--- src/rtl/fetch_pkg.sv ---
`default_nettype none
// +--------------------------------------------------------------------+
// | fetch_pkg: shared types and constants for the fetch controller     |
// | Rev 1.0                                                            |
// +--------------------------------------------------------------------+
package fetch_pkg;

  typedef enum logic [1:0] {
    IDLE = 2'd0,
    REQ  = 2'd1,
    HOLD = 2'd2
  } fetch_state_t;

  localparam int INSTR_BYTES = 4;

endpackage : fetch_pkg
`default_nettype wire

--- src/rtl/fetch_unit_reg.sv ---
`default_nettype none
// +--------------------------------------------------------------------+
// | fetch_unit_reg: write-enabled holding register, sync reset to 0    |
// | Rev 1.0                                                            |
// +--------------------------------------------------------------------+
module fetch_unit_reg #(
  parameter int WIDTH = 32
) (
  input  logic             clk,
  input  logic             rst,
  input  logic             we,
  input  logic [WIDTH-1:0] d,
  output logic [WIDTH-1:0] q
);

  logic [WIDTH-1:0] data_q;

  always_ff @(posedge clk) begin
    if (rst) begin
      data_q <= '0;
    end else if (we) begin
      data_q <= d;
    end
  end

  assign q = data_q;

endmodule : fetch_unit_reg
`default_nettype wire

--- src/rtl/fetch_unit.sv ---
`default_nettype none
// +--------------------------------------------------------------------+
// | fetch_unit: PC sequencing, imem req/ack and decode valid/ready     |
// | Rev 1.0                                                            |
// +--------------------------------------------------------------------+
module fetch_unit
  import fetch_pkg::*;
#(
  parameter int WIDTH = 32
) (
  input  logic             clk,
  input  logic             rst,
  input  logic [WIDTH-1:0] pc_q,
  output logic             pc_write,
  output logic [WIDTH-1:0] pc_next,
  output logic             imem_req,
  output logic [WIDTH-1:0] imem_addr,
  input  logic             imem_ack,
  input  logic [31:0]      imem_rdata,
  input  logic             redirect,
  input  logic [WIDTH-1:0] redirect_pc,
  output logic             instr_valid,
  output logic [31:0]      instr,
  output logic [WIDTH-1:0] instr_pc,
  input  logic             instr_ready
);

  fetch_state_t state_q;
  logic         imem_req_q;
  logic         instr_valid_q;

  logic             redirect_take;
  logic             capture;
  logic [WIDTH-1:0] target_pc;
  logic             unused_redirect_lsbs;

  // Redirect is meaningless before the first request and outranks an ack.
  assign redirect_take = redirect && (state_q != IDLE);
  assign capture       = (state_q == REQ) && imem_ack && !redirect;
  assign target_pc     = {redirect_pc[WIDTH-1:2], 2'b00};

  assign unused_redirect_lsbs = ^redirect_pc[1:0];

  assign pc_write = redirect_take || capture;
  assign pc_next  = redirect_take ? target_pc : (pc_q + WIDTH'(INSTR_BYTES));

  assign imem_req    = imem_req_q;
  assign imem_addr   = pc_q;
  assign instr_valid = instr_valid_q;

  always_ff @(posedge clk) begin
    if (rst) begin
      state_q       <= IDLE;
      imem_req_q    <= 1'b0;
      instr_valid_q <= 1'b0;
    end else begin
      unique case (state_q)
        IDLE: begin
          state_q       <= REQ;
          imem_req_q    <= 1'b1;
          instr_valid_q <= 1'b0;
        end
        REQ: begin
          if (redirect) begin
            state_q       <= REQ;
            imem_req_q    <= 1'b1;
            instr_valid_q <= 1'b0;
          end else if (imem_ack) begin
            state_q       <= HOLD;
            imem_req_q    <= 1'b0;
            instr_valid_q <= 1'b1;
          end
        end
        HOLD: begin
          if (redirect || instr_ready) begin
            state_q       <= REQ;
            imem_req_q    <= 1'b1;
            instr_valid_q <= 1'b0;
          end
        end
        default: begin
          state_q       <= IDLE;
          imem_req_q    <= 1'b0;
          instr_valid_q <= 1'b0;
        end
      endcase
    end
  end

  fetch_unit_reg #(
    .WIDTH(32)
  ) u_instr_reg (
    .clk(clk),
    .rst(rst),
    .we (capture),
    .d  (imem_rdata),
    .q  (instr)
  );

  fetch_unit_reg #(
    .WIDTH(WIDTH)
  ) u_instr_pc_reg (
    .clk(clk),
    .rst(rst),
    .we (capture),
    .d  (pc_q),
    .q  (instr_pc)
  );

endmodule : fetch_unit
`default_nettype wire

--- config.mk ---
export PLATFORM = sky130hd
export DESIGN_NAME = fetch_unit
export DESIGN_NICKNAME = d
export VERILOG_FILES = /design/src/rtl/fetch_pkg.sv /design/src/rtl/fetch_unit_reg.sv /design/src/rtl/fetch_unit.sv
export SDC_FILE = /design/constraint.sdc
export NUM_CORES = 1
export LEC_CHECK = 0
export BUFFER_PORTS_ARGS = -buffer_cell sky130_fd_sc_hd__buf_2
export CAP_MARGIN = 20
export CORE_MARGIN = 3
export CORE_UTILIZATION = 35
export CTS_BUF_LIST = sky130_fd_sc_hd__clkbuf_8
export DETAILED_ROUTE_END_ITERATION = 10
export GPL_TIMING_DRIVEN = 1
export PLACE_DENSITY = 0.72
export SKIP_CTS_REPAIR_TIMING = 1
export SYNTH_ARGS = -nofsm -noshare
export SYNTH_HDL_FRONTEND = slang
export SYNTH_SLANG_ARGS = --single-unit
--- constraint.sdc ---
create_clock -name clk -period 2.7 [get_ports clk]
set_input_delay 0.54 -clock clk [delete_from_list [all_inputs] [get_ports clk]]
set_output_delay 0.54 -clock clk [all_outputs]
set_load 0.1 [all_outputs]
### Yosys cells after proc, flatten, opt, wreduce, memory -nomap -nowiden

Index checks and enable logic that the tools add are counted.
Widths: inputs -> output; s select.

* output and inout bits: 131
* register bits after elaboration: 68
* input bits: 101

* equal/unequal tests: 4
* reductions and logical operators: 9
* muxes and demuxes: 13
* $add $sub $neg: 1

Operators with widths (number)
* $add 32x3->32 const B: 1
* $mux 32: 1
* $mux 1: 6
* $mux 2: 3
* $pmux 2 s3: 1
* $logic_and 1x1->1: 3
* $ne 3x3->1 const B: 1
* $pmux 1 s3: 1
* $eq 2x1->1 const B: 1
* $eq 2x2->1 const B: 1
* $logic_not 2->1: 1
* $logic_or 1x1->1: 2
* $ne 2x2->1 const B: 1
* $pmux 1 s2: 1
* $reduce_and 2->1: 1
* $reduce_bool 2->1: 1
* $logic_not 1->1: 1

### Depth between registers and ports, before layout

* word-level depth: 4
* depth in mapped cells: 6
* mapped depth without buffers: 5

### Cells and area by module

From an unflattened synthesis, not the netlist that was laid out.

* cell total of the unflattened synthesis: 432
* area total of the unflattened synthesis: 3727.3 um^2

Modules (own cells, without submodules)
* fetch_unit_reg: area an instance 1163.6 um^2, cells an instance 103, instances 2, sequential area each 640.6 um^2
* fetch_unit: area an instance 1400.1 um^2, cells an instance 226, instances 1, sequential area each 60.1 um^2

### Worst setup path before layout

No wires, ideal clock.

* kind: input to output
* start: in pc_q[2]
* end: out pc_next[28]
* path slack: -1.400 ns
* path buffers: 1
* cell stages on the path: 6
* data required time: 2.160 ns
* arrival: 3.560 ns
* path through: ha_1 > nand3_2 > or4_1 > buf_2 > or4_1 > a31oi_1

* longest elaborated chain between the ends: 2

RTL lines
* start: declaration: RTL line fetch_unit.sv:13 `input logic [WIDTH-1:0] pc_q,`
* $add 32x3->32: RTL line fetch_unit.sv:45 `assign pc_next = redirect_take ? target_pc : (pc_q + WIDTH'(INSTR_BYTES));`
* $mux 32: RTL line fetch_unit.sv:45
* end: declaration: RTL line fetch_unit.sv:15 `output logic [WIDTH-1:0] pc_next,`

No other way between the ends.

### Final worst setup path

* start: in pc_q[3]
* end: out pc_next[30]

Same word-level chain as after synthesis.

==> flow_metrics.env <==
export IMPL_min_from="imem_rdata[13]"
export IMPL_failed_checks="setup timing"
export IMPL_syn_nets=591
export IMPL_hold_path_class="input pin to register"
export IMPL_clk_pin_slew_ns=0.08
export IMPL_cts_made_buffers=9
export IMPL_peakVddDrop_uv=287.9
export IMPL_first_iter_violations=197
export IMPL_nNetsFinal=807
export IMPL_synth_area_um2=3465
export IMPL_syn_area_per_cell_um2=7.085
export IMPL_min_period_ns=2.945
export IMPL_drive_above_1_share=0.4704
export IMPL_viasPerCell=4.948
export IMPL_crit_start="pc_q[3]"
export IMPL_ys_types=37
export IMPL_yosys_warnings=0
export IMPL_grt_setup_unrepaired="true"
export IMPL_synth_cells=489
export IMPL_fmax_ghz=0.3396
export IMPL_yosys_top_cells_count="156 x nand2_1, 67 x dfxtp_1, 65 x a21oi_1"
export IMPL_worst_path_max_fanout=6
export IMPL_ys_ff_latch=67
export IMPL_worst_pin_slew_ns=0.6654
export IMPL_row_count=35
export IMPL_grt_use_total=0.2129
export IMPL_p_leak_nw=2.553
export IMPL_vias=4151
export IMPL_fin_skew_ns=0.01026
export IMPL_dp_hpwl_um=9506
export IMPL_path_class="input pin to output pin"
export IMPL_maxSlewViolCount=0
export IMPL_end_kind="output pin"
export IMPL_die_w_um=105.5
export IMPL_syn2layout_area_growth_pct=67.68
export IMPL_die_h_um=105.5
export IMPL_start_util=0.3680
export IMPL_synth_edf_count=0
export IMPL_n_fill_cell=808
export IMPL_cts_tree="yes"
export IMPL_post_place_ws_ns=-0.2496
export IMPL_p_per_area_nw_per_um2=575.5
export IMPL_multi_input_area_um2=2115
export IMPL_htreeDepth=3
export IMPL_die_area_um2=11130
export IMPL_n_antenna_cell=0
export IMPL_drc=0
export IMPL_antenna_found_initial=0
export IMPL_grt_pass1_vias=3819
export IMPL_yosysMostFrequentCell="nand2_1"
export IMPL_wirelength_um=12520
export IMPL_ys_seq_area_frac=0.3871
export IMPL_wire_per_inst_um=14.92
export IMPL_finalWorstSetupSlack_ns=-0.2447
export IMPL_critPathLaunchType="input pin"
export IMPL_grt_overflow_total=0
export IMPL_synth_largest_area_cell="dfxtp_1"
export IMPL_yosys_top_cells_area="dfxtp_1 39%, nand2_1 17%, a21oi_1 9.4%"
export IMPL_placed_area_um2=5508
export IMPL_async_flop_share=0
export IMPL_outcome="complete, but fails checks"
export IMPL_worstPathArrival_ns=2.40
export IMPL_insertion_delay_ns=0.33
export IMPL_boundaryPins=232
export IMPL_slew_headroom=0.5564
export IMPL_grt_pass1_wl_um=19240
export IMPL_ant_nets=0
export IMPL_first_pass_iters=4
export IMPL_holdWs_ns=0.4319
export IMPL_setup_viol=4
export IMPL_cts_max_path_buffers=2
export IMPL_r2r_start="state_q[1]$_SDFFE_PP0P_"
export IMPL_clock_sinks=67
export IMPL_worstPathRequired_ns=2.16
export IMPL_core_um2=9415
export IMPL_place_gp_congestion=0.8453
export IMPL_seq_area_um2=1343
export IMPL_grt_max_degree=65
export IMPL_portBuffers=229
export IMPL_final_cell_area_um2=5809
export IMPL_ys_flop_type="dfxtp_1"
export IMPL_min_period_over_period=1.091
export IMPL_root_buffer="clkbuf_8"
export IMPL_finalHoldViolCount=0
export IMPL_cap_violations=0
export IMPL_yosysTopAreaCellShare=0.3871
[critical path: stages]
cell and delay, ns:
buf_8 0.08, ha_4 0.14, nand3_4 0.06, or4_4 0.60, or4_4 0.57, a31oi_4 0.22
buf_12 0.19
[layout make-up]
cell class | count | area share
clock buffer | 10 | 0.02369
tap | 129 | 0.02778
multi-input combinational | 355 | 0.3640
clock inverter | 6 | 0.01098
timing repair buffer | 267 | 0.3392
inverter | 5 | 0.003231
sequential | 67 | 0.2311
[worst paths after layout]
kind                                                     endpoint  slack, ns  cells past startpoint
worst min-delay path               u_instr_reg.q[13]$_SDFFE_PP0P_       0.43                      3
worst max-delay path                                  pc_next[30]      -0.24                      7
worst max register to register      u_instr_reg.q[7]$_SDFFE_PP0P_       0.85                      5
worst min register to register  u_instr_pc_reg.q[30]$_SDFFE_PP0P_       0.45                      2
[logic make-up (layout without fill, tap and decap cells)]
group / count (synthesis) / in the layout / synth area share
adder cells (fa/ha/maj): 1 / 1 / 0.003611
XOR/XNOR: 13 / 13 / 0.03286
buffers and inverters: 67 / 288 / 0.1076
flip-flops: 67 / 67 / 0.3871
multiplexers: 1 / 1 / 0.003250
AND/OR/NAND/NOR: 228 / 228 / 0.2911
AO/OA/AOI/OAI: 112 / 112 / 0.1744
[flip-flops by register name, indices dropped and copies added, names as in the netlist]
name / count
instr_valid: 1
state_q: 2
u_instr_pc_reg.q: 32
u_instr_reg.q: 32
[metrics by stage]
| stage | setup TNS [ns] | power [mW] | util | cells |
|---|---|---|---|---|
| 6_report | -0.6444 | 3.344 | 0.6170 | 839 |
| 5_1_grt | -0.8516 | 3.476 | 0.6170 | 839 |
| 4_1_cts | -1.166 | 3.371 | 0.6064 | 835 |
| 3_5_place_dp | -1.154 | 2.494 | 0.5850 | 819 |
| 3_3_place_gp | -0.8604 | 2.479 | 0.5850 | 819 |
| 2_1_floorplan | -1.226 | 2.084 | - | 489 |
[layout by cell type (no fill, tap or decap), types with 8 or more instances in the layout]
master	synthesis	final
buf_6	0	9
buf_12	0	33
nor2_1	20	19
o21ai_2	0	12
nand2_1	156	154
o21ai_0	22	8
clkbuf_8	0	10
nand3_1	10	9
buf_4	32	29
buf_2	1	195
dfxtp_1	67	66
a31oi_4	0	13
a21oi_1	65	64
[power by group]
part / total, mW / internal (mW) / switching [mW]
clock network: 0.865 / 0.454 / 0.411
logic: 1.44 / 0.385 / 1.06
registers: 1.04 / 1.02 / 0.0179
[per-layer routing]
metal  global-route usage  up-vias  wire length [µm]
met2               0.3889      168              6470
met4              0.06013        0               204
met5                    0        -                 0
met3              0.04654       17               806
met1               0.2487     1914              5041
li1                     -     2052                 -
No activity file was read; power rests on OpenSTA's default activity.
